[src/rtl/mat_vect_seq_ctrl.sv]
// -----------------------------------------------------------------------------
// mat_vect_seq_ctrl
//   Job sequencer for the mat_vect_mult datapath. One job is accepted per
//   start handshake. For each job it streams the N column indices (pulsing
//   init with the first one), idles for the vector_mult pipeline latency,
//   captures the row sums into the datapath output chain, then shifts them
//   out one per cycle, each tagged with its row index.
//
// Parameters
//   N       vector length / number of matrix rows (>= 1)
//   VV_LAT  cycles from the last element issued to vv_oup valid (>= 0)
//
// Ports
//   i_clk          rising-edge clock
//   i_rst          synchronous active-high reset
//   i_start        job request, accepted when i_start & o_start_ready
//   o_start_ready  high only while idle
//   i_abort        cancel the current job, back to idle next cycle
//   o_elem_idx     column index k of the operands fetched this cycle
//   o_elem_valid   operands valid this cycle
//   o_init         restart the datapath accumulators (with k == 0)
//   o_shift_en     1 = shift the output chain, 0 = load it from vv_oup
//   o_out_valid    datapath result for row o_out_row is present
//   o_out_row      row index of the current result
//   o_busy         inverse of o_start_ready
//   o_done         one-cycle pulse with the last o_out_valid of a job
// -----------------------------------------------------------------------------
module mat_vect_seq_ctrl #(
   parameter  int N      = 3,
   parameter  int VV_LAT = 1,
   localparam int IW     = (N > 1) ? $clog2(N) : 1
) (
   input  logic          i_clk,
   input  logic          i_rst,
   input  logic          i_start,
   output logic          o_start_ready,
   input  logic          i_abort,
   output logic [IW-1:0] o_elem_idx,
   output logic          o_elem_valid,
   output logic          o_init,
   output logic          o_shift_en,
   output logic          o_out_valid,
   output logic [IW-1:0] o_out_row,
   output logic          o_busy,
   output logic          o_done
);

   // One counter serves the element, drain and shift phases, so it is sized
   // for the longest of them.
   localparam int CNT_MAX = (N > VV_LAT) ? N : VV_LAT;
   localparam int CW      = (CNT_MAX > 1) ? $clog2(CNT_MAX) : 1;

   localparam logic [CW-1:0] LAST_N     = CW'(N - 1);
   localparam logic [CW-1:0] LAST_DRAIN = (VV_LAT > 0) ? CW'(VV_LAT - 1) : '0;

   typedef enum logic [2:0] {
      S_IDLE,
      S_ACCUM,
      S_DRAIN,
      S_CAPTURE,
      S_SHIFT
   } state_t;

   state_t          r_state;
   state_t          w_state_nxt;
   logic [CW-1:0]   r_cnt;
   logic [CW-1:0]   w_cnt_nxt;
   logic            w_last_n;

   // NOTE: state registers use non-blocking assignments so every flop samples
   // the pre-edge values of its inputs, independent of statement order.
   always_ff @(posedge i_clk) begin
      if (i_rst) begin
         r_state <= S_IDLE;
         r_cnt   <= '0;
      end else begin
         r_state <= w_state_nxt;
         r_cnt   <= w_cnt_nxt;
      end
   end

   assign w_last_n = (r_cnt == LAST_N);

   // NOTE: every signal driven here gets a default first, so no path through
   // the case statement can leave one unassigned and infer a latch.
   always_comb begin
      w_state_nxt   = r_state;
      w_cnt_nxt     = r_cnt;
      o_start_ready = 1'b0;
      o_elem_idx    = '0;
      o_elem_valid  = 1'b0;
      o_init        = 1'b0;
      o_shift_en    = 1'b0;
      o_out_valid   = 1'b0;
      o_out_row     = '0;
      o_done        = 1'b0;

      case (r_state)
         S_IDLE: begin
            o_start_ready = 1'b1;
            if (i_start) begin
               w_state_nxt = S_ACCUM;
               w_cnt_nxt   = '0;
            end
         end

         S_ACCUM: begin
            o_elem_valid = 1'b1;
            o_elem_idx   = r_cnt[IW-1:0];
            o_init       = (r_cnt == '0);
            if (w_last_n) begin
               w_cnt_nxt   = '0;
               w_state_nxt = (VV_LAT == 0) ? S_CAPTURE : S_DRAIN;
            end else begin
               w_cnt_nxt = r_cnt + CW'(1);
            end
         end

         S_DRAIN: begin
            if (r_cnt == LAST_DRAIN) begin
               w_cnt_nxt   = '0;
               w_state_nxt = S_CAPTURE;
            end else begin
               w_cnt_nxt = r_cnt + CW'(1);
            end
         end

         // shift_en stays low here: the chain loads all row sums at this edge.
         S_CAPTURE: begin
            w_cnt_nxt   = '0;
            w_state_nxt = S_SHIFT;
         end

         // The last row needs no further shift; leaving shift_en low lets the
         // chain reload harmlessly since the accumulators are holding. For
         // N == 1 the first cycle is also the last, so shift_en never rises.
         S_SHIFT: begin
            o_out_valid = 1'b1;
            o_out_row   = r_cnt[IW-1:0];
            o_shift_en  = ~w_last_n;
            o_done      = w_last_n;
            if (w_last_n) begin
               w_cnt_nxt   = '0;
               w_state_nxt = S_IDLE;
            end else begin
               w_cnt_nxt = r_cnt + CW'(1);
            end
         end

         default: begin
            w_cnt_nxt   = '0;
            w_state_nxt = S_IDLE;
         end
      endcase

      // Abort overrides the normal transition; an aborted job never reports done.
      if (i_abort && (r_state != S_IDLE)) begin
         w_state_nxt = S_IDLE;
         w_cnt_nxt   = '0;
         o_done      = 1'b0;
      end
   end

   assign o_busy = ~o_start_ready;

endmodule

[config.mk]
export PLATFORM = sky130hd
export DESIGN_NAME = mat_vect_seq_ctrl
export DESIGN_NICKNAME = d
export VERILOG_FILES = /design/src/rtl/mat_vect_seq_ctrl.sv
export SDC_FILE = /design/constraint.sdc
export NUM_CORES = 1
export LEC_CHECK = 0
export CORE_AREA = 2 2 39 41
export DETAILED_ROUTE_END_ITERATION = 6
export DIE_AREA = 0 0 41 43
export GPL_ROUTABILITY_DRIVEN = 0
export PLACE_DENSITY = 0.66
export RECOVER_POWER = 50
export SLEW_MARGIN = 20
export SYNTH_ARGS = -nofsm -noshare
export SYNTH_HDL_FRONTEND = slang
export SYNTH_SLANG_ARGS = --single-unit
[constraint.sdc]
create_clock -name i_clk -period 1.5 [get_ports i_clk]
set_input_delay 0.3 -clock i_clk [delete_from_list [all_inputs] [get_ports i_clk]]
set_output_delay 0.3 -clock i_clk [all_outputs]
set_load 0.01 [all_outputs]
[Word level (Yosys, flattened, before mapping)]
Index checks and enable logic that the tools add are counted.
Storage, ports and cells
  bits in writable memories: 0
  output and inout bits: 11
  memories kept: 0
  register bits after elaboration: 5
  latch bits: 0
  memory bits (read-only): 0
Cells by class
  multiply operators: 0
  reduce and logical (&&, ||, !) cells: 7
  multiplexer cells: 18
  div/mod/pow operators: 0
  $add $sub $neg: 1
  $lt $le $gt $ge: 0
  bitwise logic cells: 2
  equality and inequality tests: 9
  shift operators: 0
Operators with widths (number)
  $pmux 3 s5: 1
  $mux 3: 4
  $mux 2: 5
  $ne 2x2->1 const B: 4
  $mux 1: 7
  $eq 3x2->1 const B: 2
  $pmux 2 s3: 1
  $reduce_and 4->1: 1
  $reduce_or 2->1: 2
  $eq 3x1->1 const B: 1
  $eq 3x3->1 const B: 1
  $logic_not 3->1: 1
  $reduce_bool 3->1: 1
  $add 2x1->2 const B: 1
  $eq 2x2->1 const B: 1
  $logic_not 2->1: 1
  $not 1->1: 2
  $logic_and 1x1->1: 1

[Longest topological paths before layout]
Gate-level depths: netlist of run 1.
  word-level depth: 3
  gate-level depth with buffers: 5
  depth with buffers taken out: 5

[Worst setup path before layout of run 1]
No wires, ideal clock.
  path kind: reg2out
  start point: register r_state[2]
  end point: output port o_done
  required time: 1200 ps
  cell stages (with the launch flop): 4
  path buffers: 1
  path slack: 1 ps
  arrival time: 1199 ps
  cells stage by stage: dfxtp_1 -> or3b_1 -> buf_2 -> nor3b_1
On the way
  cells in the longest elaborated chain, start to end: 3
Ends and longest elaborated chain
  start, declared: line 64  | state_t r_state;
  start signal, assigned: line 77  | r_state <= w_state_nxt;
  $eq 3x3->1 / $reduce_bool 3->1 (equally long branches): line 98, 157
  $mux 1 / $logic_and 1x1->1 (equally long branches): line 98, 157
  $mux 1 *: line 157  | if (i_abort && (r_state != S_IDLE)) begin
  end, declared: line 45  | output logic o_done
Mark *: on every way between the ends. The rest lies on a longest branch, timed or not.

[Final worst setup path of run 1]
  start point: register r_state[1]
  end point: output port o_out_row[0]
On the way
  cells in the longest elaborated chain, start to end: 2
Ends and longest elaborated chain
  $eq 3x3->1: line 98  | case (r_state)
  $mux 2: line 98
  end, declared: line 43  | output logic [IW-1:0] o_out_row,
No other way between the ends.

==> results of run 1 <==
## synthesized netlist by cell type (2+ instances only)
library cell / number / area share [%]
nor2b_1: 2 / 2.7
nor3b_1: 3 / 4.8
nand2_1: 3 / 2.4
o21ai_0: 2 / 2.1
a31oi_1: 2 / 2.7
and2_1: 5 / 6.7
ha_1: 5 / 13
nand3b_1: 2 / 3.2
nor2_1: 5 / 4.0
inv_1: 5 / 4.0
o311ai_0: 2 / 3.8
dfxtp_1: 5 / 21
buf_2: 4 / 4.3
nor4b_1: 2 / 3.8
## sequential cells by signal, summed over array words and instances (netlist names)
signal   cells
r_state      3
r_cnt        2
## kinds of logic after synthesis
group,count (synthesis)
compound gates,11
fa+ha+maj,5
buf+inv,9
flops,5
mux,2
simple gates,27
## through the flow
step           instances  power (uW)  instance area (um^2)  setup TNS (ps)  worst slack [ps]
2_1_floorplan         59         278                   467               0              1.18
3_3_place_gp         103         436                   742           -2430              -305
3_5_place_dp         103         440                   742           -2660              -306
4_1_cts              113         632                   842            -616              -134
5_1_grt              114         694                   877            -991              -156
6_report             114         649                   877            -558              -122
## timing repair
| item | CTS | global route |
|---|---|---|
| pin swaps | 5 | 4 |
| buffers inserted | 6 | 1 |
| gates resized for setup | 62 | 12 |
| setup endpoints to repair | 12 | 13 |
## power by group through the flow
stage	Combinational (uW)	Clock, uW	Sequential, uW
detailed placement	279	0	160
CTS	303	168	160
global placement	278	0	158
global route	356	176	162
floorplan	122	0	156
finish	324	163	161
## how the worst max path moves through the flow
stage	startpoint	to	cells after the start	slack, ps
after detailed placement	r_state[0]	o_out_row[1]	4	-310
final	r_state[1]	o_out_row[0]	4	-120
after CTS	r_state[0]	o_done	3	-130
after floorplan	r_state[2]	o_done	3	1
after global routing	r_state[1]	o_out_row[0]	4	-160
after global placement	i_abort	o_done	3	-300
## placed cells by master, fill, tap and decap left out, drive strengths merged
cell | Yosys | routed
o21ai | 2 | 2
nor3b | 3 | 3
o22a | 1 | 1
a211oi | 1 | 1
a21oi | 1 | 1
nor2 | 5 | 5
o31ai | 1 | 1
a31oi | 2 | 2
ha | 5 | 5
nor4b | 2 | 2
nor3 | 2 | 2
inv | 5 | 5
a2111oi | 1 | 1
nor2b | 2 | 2
or3b | 1 | 1
buf | 4 | 36
o311ai | 2 | 2
clkdlybuf4s50 | 0 | 3
and2 | 5 | 5
nand3b | 2 | 2
mux2 | 1 | 1
dfxtp | 5 | 5
clkbuf | 0 | 4
mux2i | 1 | 1
and2b | 1 | 1
nor4 | 1 | 1
nand2 | 3 | 3
## critical path, cell delays in order, from the launching register on
cell and delay, ps:
dfxtp_2 330, or3b_4 410, buf_6 140, nor2_1 70, buf_2 130
## area by class of cell
type / instances / area [um^2]
multi-input cells: 45 / 394
well taps: 16 / 20.0
fillers: 119 / 507
inverters: 5 / 18.8
repair buffers: 39 / 313
clock buffers: 4 / 26.3
flip-flops and latches: 5 / 105
## metal layers
| metal | vias to the layer above | routed length (um) |
|---|---|---|
| met3 | 4 | 71 |
| met1 | 268 | 669 |
| met2 | 20 | 718 |
| met5 | - | 0 |
| met4 | 0 | 27 |
| li1 | 287 | - |
==> summary.md, run 1 <==
| Metric | Value |
|---|---|
| Synth Flop Type | dfxtp_1 |
| Synth Area in Compound Gates | between 10% and 20% |
| Core Footprint | 1380 um^2 |
| Initial Util | between 30% and 40% |
| Synth unique cells | 26 |
| Switching Share | around 34% |
| EDFF count, synth | 0 |
| Adder-cell share of the synthesized area | a little over an eighth |
| Logic gate share of total power | between 50% and 60% |
| Worst setup path category | register to output port |
| Actual slew at the worst max-slew pin | approximately 310 ps |
| Final setup margin | -122 ps |
| CP Capture Type | output port |
| Chip height | approximately 43 um |
| Leak pwr | 0.000399 uW |
| Syn-to-layout area delta | 87.9% |
| FF-to-FF setup slack | -10 ps |
| Final core occ | 63.4% |
| Post-DP HPWL | about 950 um |
| WHS Path Cells | 3 |
| TritonCTS buffer count | 3 |
| Unrepaired setup endpoints after global routing | yes |
| Routed len/inst | ~13 um |
| Crit start category | register |
| Max_slew headroom | 78.9% |
| Clock skew | 1.49 ps |
| Avg Cell Area, Syn | between 7 and 8 um^2 |
| R2r worst-path depth | 7 |
| Met2 GRT Util | between 30 and 40% |
| FFs w/ async S/R, synth | 0% |
| Largest net degree at the start of global routing | 13 |
| Initial antenna violation count | 0 |
| Die X | ~41 um |
| Critical Path AT | 1320 ps |
| Internal | approximately 430 uW |
| Htree depth | 1 |
| Via/cell ratio | between 5 and 6 |
| Failing checks | negative setup slack |
| Max FO, Critical Path | 5 |
| Worst reg2reg endpoint | r_state[0] |
| Sequential share of power | about 25% |
| Syn Nets | 68 |
| Count of hold-fix buffers inserted at cts | 0 |
| Drt pass-1 iters | 4 |
| Hold_sp | r_cnt[0] |
| CP required | around 1200 ps |
| Clk network pwr share | between 20% and 30% |
| GRT busiest layer | met2 |
| Flops & latches, synth | 5 |
| Clock Root Buffer | clkbuf_4 |
| Mapped Area | roughly 470 um^2 |
| Power density over the cells | 740 nW/um^2 |
| XOR/XNOR Fraction of Synth Area | 0% |
| Clock tree buffer depth | 2 |
| P_sw | roughly 220 uW |
| Synth Area in Simple Gates | between 30% and 40% |
| Fmax | 617 MHz |
| Worst-Skew Late Latency | 250 ps |
| TritonCTS clock tree | done |
| Mux contribution to synthesized area | under 10% |
| Ys Warns | 0 |
| Final count of negative-setup-slack endpoints | 9 |
| GRT Total Usage | 19.8% |
| Gate Count Post-Synth | 59 |
| Tcrit/Tclk final | 108% |
| Post-route ant nets | 0 |
| Row count | 14 |
| Outcome | complete, but fails checks |
| DR vias | 579 |
| Worst Hold Path EP | r_cnt[0] |
| VDD IR max | around 0.00047 V |
| Grt met3 use | between 3 and 4% |
| WHS | 719 ps |
| FF-to-FF Start | r_cnt[0] |
| Largest family of logic cells by synthesized area | simple AND/OR/NAND/NOR gates |
| Post-Route WL | 1490 um |
| Pins Over Slew Limit | 0 |
| Share of cells above drive strength 1 | approximately three fifths |
| Final worst path period need | 1620 ps |
| Sequential area share after synthesis | 21.4% |
| Initial drt markers | 9 |
| Nets | roughly 110 |
| Area of the die | 1760 um^2 |
| DRC Markers | 0 |
| Max-Cap Viols | 0 |
| Diode count | 0 |
| Hold crit path type | register to register |
| Vias in the first global route | approximately 530 |
| First-pass GRT wire length | approximately 2400 um |
| Final hold violations | 0 |
| Sink Count | 5 |
| Clock transition at the registers of the reported paths | ~50 ps |
| Gr ovfl total | 0 |
| GR Layer Usage met1 | roughly a quarter |
| Buffers on Ports | 14 |
| Ports placed on the boundary | 15 |
(Power assumes the default switching activity.)
==> run 2: changes to the inputs <==
REMOVE_ABC_BUFFERS = 1   (was unset)
==> summary.md, run 2 (same netlist as run 1, synthesis figures left out) <==
| Metric | Value |
|---|---|
| Post-DP HPWL | 980 um (was 947 um) |
| Crit start category | register (unchanged) |
| Post-Route WL | 1680 um (was 1490 um) |
| Tcrit/Tclk final | 108% (about the same) |
| Outcome | complete, but fails checks (unchanged) |
| Area of the die | 1760 um^2 (unchanged) |
| First-pass GRT wire length | 2250 um (was 2420 um) |
| Multi-input logic area | 419 um^2 (was 394 um^2) |
| Post-route ant nets | 0 (unchanged) |
| Sequential Area | 105 um^2 (unchanged) |
| VDD IR max | 0.000466 V (was 0.000472 V) |
| Nets | 106 (was 108) |
| Drt pass-1 iters | 4 (unchanged) |
| CP required | 1200 ps (about the same) |
| Max_slew headroom | 75.9% (was 78.9%) |
| Clock Root Buffer | clkbuf_4 (unchanged) |
| Die X | 41 um (unchanged) |
| Regs by FF count | r_state x3, r_cnt x2 (unchanged) |
| Initial Util | 33.7% (unchanged) |
| Htree depth | 1 (unchanged) |
| Fillers | 117 (was 119) |
| Leak pwr | 0.000400 uW (was 0.000399 uW) |
| Max FO, Critical Path | 5 (unchanged) |
| Critical Path AT | 1320 ps (about the same) |
| DR vias | 599 (was 579) |
| Clock transition at the registers of the reported paths | 50 ps (about the same) |
| Critical-path cell list | or3b_4, buf_6, nor2_4, buf_6 (was or3b_4, buf_6, nor2_1, buf_2) |
| DRC Markers | 0 (unchanged) |
| Clock tree buffer depth | 2 (unchanged) |
| Post-Route Setup TNS | -694 ps (was -558 ps) |
| GRT Total Usage | 19.3% (was 19.8%) |
| Number of flip-flops in the largest register | 3 (unchanged) |
| Most frequent cells in the layout | buf_4, buf_6, inv_1, ha_1, dfxtp_2 (was buf_4, buf_2, buf_6) |
| Actual slew at the worst max-slew pin | 356 ps (was 309 ps) |
| Chip height | 43 um (unchanged) |
| Sink Count | 5 (unchanged) |
| FF-to-FF Start | r_cnt[0] (unchanged) |
| Unrepaired setup endpoints after global routing | yes (unchanged) |
| Failing checks | negative setup slack (unchanged) |
| Final worst path period need | 1620 ps (about the same) |
| Largest Register | r_state (unchanged) |
| DR WL met2 | 929 um (was 718 um) |
| Most frequent CP cell | buf_6 |
| CP Capture Type | output port (unchanged) |
| WHS Path Cells | 3 (unchanged) |
| Fmax | 617 MHz (about the same) |
| Max-Cap Viols | 0 (unchanged) |
| Buffers on Ports | 14 (unchanged) |
| Diode count | 0 (unchanged) |
| Leading cell type in the layout, fill and taps excluded | buf_4 (unchanged) |
| Slowest Stage Delay on Critical Path | 400 ps (was 410 ps) |
| Slowest-stage cell, CP | or3b_4 (unchanged) |
| Initial antenna violation count | 0 (unchanged) |
| Final count of negative-setup-slack endpoints | 9 (unchanged) |
| Core Footprint | 1380 um^2 (unchanged) |
| Clock skew | 13.2 ps (was 1.49 ps) |
| Hold_sp | r_state[2] (was r_cnt[0]) |
| Pins Over Slew Limit | 0 (unchanged) |
| TritonCTS buffer count | 3 (unchanged) |
| Count of hold-fix buffers inserted at cts | 0 (unchanged) |
| Final Power | 668 uW (was 649 uW) |
| TritonCTS clock tree | done (unchanged) |
| Max Used Layer | met4 (unchanged) |
| Worst setup path category | register to output port (unchanged) |
| Syn-to-layout area delta | 93.0% (was 87.9%) |
| Row count | 14 (unchanged) |
| R2r worst-path depth | 6 (was 7) |
| Power density over the cells | 742 nW/um^2 (was 740 nW/um^2) |
| Largest net degree at the start of global routing | 11 (was 13) |
| Via/cell ratio | 5.35 (was 5.08) |
| Met3 WL post-DR | 83 um (was 71 um) |
| Share of cells above drive strength 1 | 59.4% (was 60.2%) |
| Initial drt markers | 6 (was 9) |
| Ports placed on the boundary | 15 (unchanged) |
| Gr ovfl total | 0 (unchanged) |
| Final setup margin | -121 ps (was -122 ps) |
| Routed len/inst | 15.0 um (was 13.0 um) |
| Worst setup path startpoint | r_state[0] (was r_state[1]) |
| Met1 Routed Length | 647 um (was 669 um) |
| Final hold violations | 0 (unchanged) |
| Hold crit path type | register to register (unchanged) |
| Vias in the first global route | 544 (was 528) |
| Worst-Skew Late Latency | 260 ps (was 250 ps) |
[run 2: where the power goes]
group	total, uW	internal, uW	switching [uW]
clock network	167	101	65.5
registers	160	148	11.9
logic	341	183	159
total	668	432	236
[run 2: path summary, 6_finish.rpt]
check	end	slack [ps]
worst max register to register	r_state[0]	-30
worst max-delay path	o_out_row[0]	-120
worst min-delay path	r_state[1]	660
worst min register to register	r_state[1]	660
[run 2: cell type report]
| cell class | count | area share (%) |
|---|---|---|
| flip-flops and latches | 5 | 11.7 |
| well taps | 16 | 2.22 |
| multi-input cells | 45 | 46.5 |
| repair buffers | 37 | 34.6 |
| inverters | 5 | 2.08 |
| clock buffers | 4 | 2.92 |
[run 2: critical path, delay by kind of cell (launching register included)]
kind                   cells  cell delay (ps)
and+or+nand+nor            2              480
DFF                        1              320
buffers and inverters      2              250
[run 2: metrics by stage]
step	setup WS, ps	area [um^2]	hold slack, ps	util, %	instances
finish	-121	901	658	65.1	112
floorplan	-102	447	369	-	55
detailed placement	-288	734	634	53.1	102
global placement	-296	734	648	53.1	102
CTS	-113	805	628	58.1	111
global route	-163	901	673	65.1	112
[run 2: routing by layer]
metal / track usage (%) / vias up
met3: 7.85 / 2
met2: 33.1 / 21
met5: 0 / -
li1: - / 285
met1: 19.9 / 291
met4: 6.00 / 0
[run 2: repair_timing]
| item | 4_1_cts | 5_1_grt |
|---|---|---|
| endpoints found under the hold margin | 0 | 0 |
| endpoints found under the setup margin | 12 | 12 |
| setup buffers | 5 | 1 |
| gates resized for setup | 55 | 22 |
| pin swaps | 5 | 2 |
==> run 3: changes to the inputs <==
PLACE_DENSITY = unset   (was 0.66)
clock period = 2.1 ns   (was 1.5 ns; I/O delays follow)
==> summary.md, run 3 (same netlist as run 1, synthesis figures left out) <==
| Metric | Value |
|---|---|
| Share of cells above drive strength 1 | 14.1% (was 59.4%) |
| Leak pwr | 0.000279 uW (was 0.000400 uW) |
| Final hold violations | 0 (unchanged) |
| Post-DP HPWL | 847 um (was 980 um) |
| Unrepaired setup endpoints after global routing | no (was yes) |
| CP required | 1680 ps (was 1200 ps) |
| DRC Markers | 0 (unchanged) |
| First-pass GRT wire length | 1760 um (was 2250 um) |
| FF-to-FF Start | r_cnt[0] (unchanged) |
| Actual slew at the worst max-slew pin | 327 ps (was 356 ps) |
| Buffers on Ports | 14 (unchanged) |
| Fmax | slightly below 500 MHz |
| TritonCTS buffer count | 3 (unchanged) |
| Post-route cell area | 661 um^2 (was 901 um^2) |
| Power density over the cells | 570 nW/um^2 (was 742 nW/um^2) |
| Vias in the first global route | 433 (was 544) |
| Pins Over Slew Limit | 0 (unchanged) |
| Ports placed on the boundary | 15 (unchanged) |
| Worst reg2reg endpoint | r_state[0] (unchanged) |
| Slowest-stage cell, CP | clkdlybuf4s50_1 (was or3b_4) |
| Nets | 88 (was 106) |
| Post-DP Area | 644 um^2 (was 734 um^2) |
| Final core occ | 47.7% (was 65.1%) |
| CP top delay family | buffers and inverters (was simple AND/OR/NAND/NOR gates) |
| Post-Route WL | 1120 um (was 1680 um) |
| Max_slew headroom | 77.6% (was 75.9%) |
| Via/cell ratio | 5.03 (was 5.35) |
| Final count of negative-setup-slack endpoints | 0 (was 9) |
| Die X | 41 um (unchanged) |
| Crit start category | register (unchanged) |
| Non-filler cells, final | 94 (was 112) |
| Worst-Skew Late Latency | 240 ps (was 260 ps) |
| Worst setup path category | register to output port (unchanged) |
| WHS Path Cells | 2 (was 3) |
| Placed cell count | 90 (was 102) |
| R2r worst-path depth | 5 (was 6) |
| Htree depth | 1 (unchanged) |
| Initial Util | 33.7% (unchanged) |
| FF-to-FF setup slack | 460 ps (was -30 ps) |
| Sink Count | 5 (unchanged) |
| Clock transition at the registers of the reported paths | 40 ps (was 50 ps) |
| Regs by FF count | r_state x3, r_cnt x2 (unchanged) |
| Gr ovfl total | 0 (unchanged) |
| Max-Cap Viols | 0 (unchanged) |
| Final worst path period need | between 2000 and 2500 ps |
| Clock tree buffer depth | 2 (unchanged) |
| TritonCTS clock tree | done (unchanged) |
| Post-Route Setup TNS | 0 ps (was -694 ps) |
| Initial drt markers | 16 (was 6) |
| Leading cell type in the layout, fill and taps excluded | clkdlybuf4s50_1 (was buf_4) |
| GRT Total Usage | 14.7% (was 19.3%) |
| Diode count | 0 (unchanged) |
| Initial antenna violation count | 0 (unchanged) |
| Hold_sp | r_state[2] (unchanged) |
| Critical-path cell list | or3b_4, nor2_1, clkdlybuf4s50_1 (was or3b_4, buf_6, nor2_4, buf_6) |
| Post-route ant nets | 0 (unchanged) |
| Critical Path AT | 1630 ps (was 1320 ps) |
| DR vias | 473 (was 599) |
| Largest net degree at the start of global routing | 16 (was 11) |
| Tcrit/Tclk final | just under 100% |
| Worst path depth | 3 (was 4) |
| Outcome | finished clean (was complete, but fails checks) |
| Drt pass-1 iters | 2 (was 4) |
| Area of the die | 1760 um^2 (unchanged) |
| CP Capture Type | output port (unchanged) |
| Hold crit path type | register to register (unchanged) |
| Chip height | 43 um (unchanged) |
| Syn-to-layout area delta | 41.6% (was 93.0%) |
| Row count | 14 (unchanged) |
| Clock Root Buffer | clkbuf_4 (unchanged) |
| Core Footprint | 1380 um^2 (unchanged) |
| CP Buf/Inv Count | 1 (was 2) |
| Setup Buffers After CTS | 0 (was 5) |
| Routed len/inst | 11.9 um (was 15.0 um) |
| Number of flip-flops in the largest register | 3 (unchanged) |
| VDD IR max | 0.000306 V (was 0.000466 V) |
| Clock skew | 0.406 ps (was 13.2 ps) |
| WHS | 653 ps (was 658 ps) |
| Largest Register | r_state (unchanged) |
| Max FO, Critical Path | 6 (was 5) |
| Worst Hold Path EP | r_state[1] (unchanged) |
| Slowest Stage Delay on Critical Path | 540 ps (was 400 ps) |
run 3: changes by cell type in the layout (fill, tap and decap cells not counted), moves of 4 or more:
cell and change:
buf_4 -16, buf_6 -9, clkdlybuf4s50_1 +5, dfxtp_1 +4, dfxtp_2 -4, dlygate4sd2_1 +4
run 3: worst register-to-register path: cells and delay by family (launching register included):
kind	cells	cell delay (ps)
adders and majority gates	1	290
muxes	2	460
AOI/OAI and AO/OA	1	300
DFF	1	320
buffers and inverters	1	150
run 3: worst max path at each step:
| stage | end | start | slack [ps] |
|---|---|---|---|
| floorplan | o_done | r_state[2] | 380 |
| global placement | o_done | i_abort | 100 |
| detailed placement | o_done | i_abort | 90 |
| CTS | o_out_row[1] | r_state[2] | 40 |
| global route | o_out_row[1] | r_state[2] | 4 |
| finish | o_out_row[1] | r_state[2] | 50 |
run 3: per-layer routing:
layer  global-route usage, %  wire (um)  vias up
met4                    4.00          0        0
met2                    22.8        536        9
met1                    17.9        533      217
met3                    6.28         47        0
met5                       0          0        -
li1                        -          -      247
run 3: layout make-up:
type | count | area (um^2)
clock buffer | 4 | 26.3
multi-input combinational | 45 | 333
tap | 16 | 20.0
fill | 149 | 723
timing repair buffer | 19 | 163
sequential | 5 | 100
inverter | 5 | 18.8
run 3: what timing repair did:
| item | CTS | global route |
|---|---|---|
| resized for setup | 8 | 2 |
| hold buffers | 0 | 0 |
| pin swaps | 0 | 0 |
| endpoints found under the setup margin | 7 | 2 |
run 3: per-stage QoR:
step	total power (uW)	setup slack (ps)
floorplan	195	378
global placement	269	105
detailed placement	270	93.6
CTS	388	43.4
global route	401	3.74
finish	376	54.0
run 3: where the power goes:
group	total (uW)	leakage (uW)	internal (uW)	switching, uW
sequential	112	0.0000409	105	7.87
combinational	151	0.000224	76.7	74.1
clock	113	0.0000150	71.9	41.2
total	376	0.000279	253	123
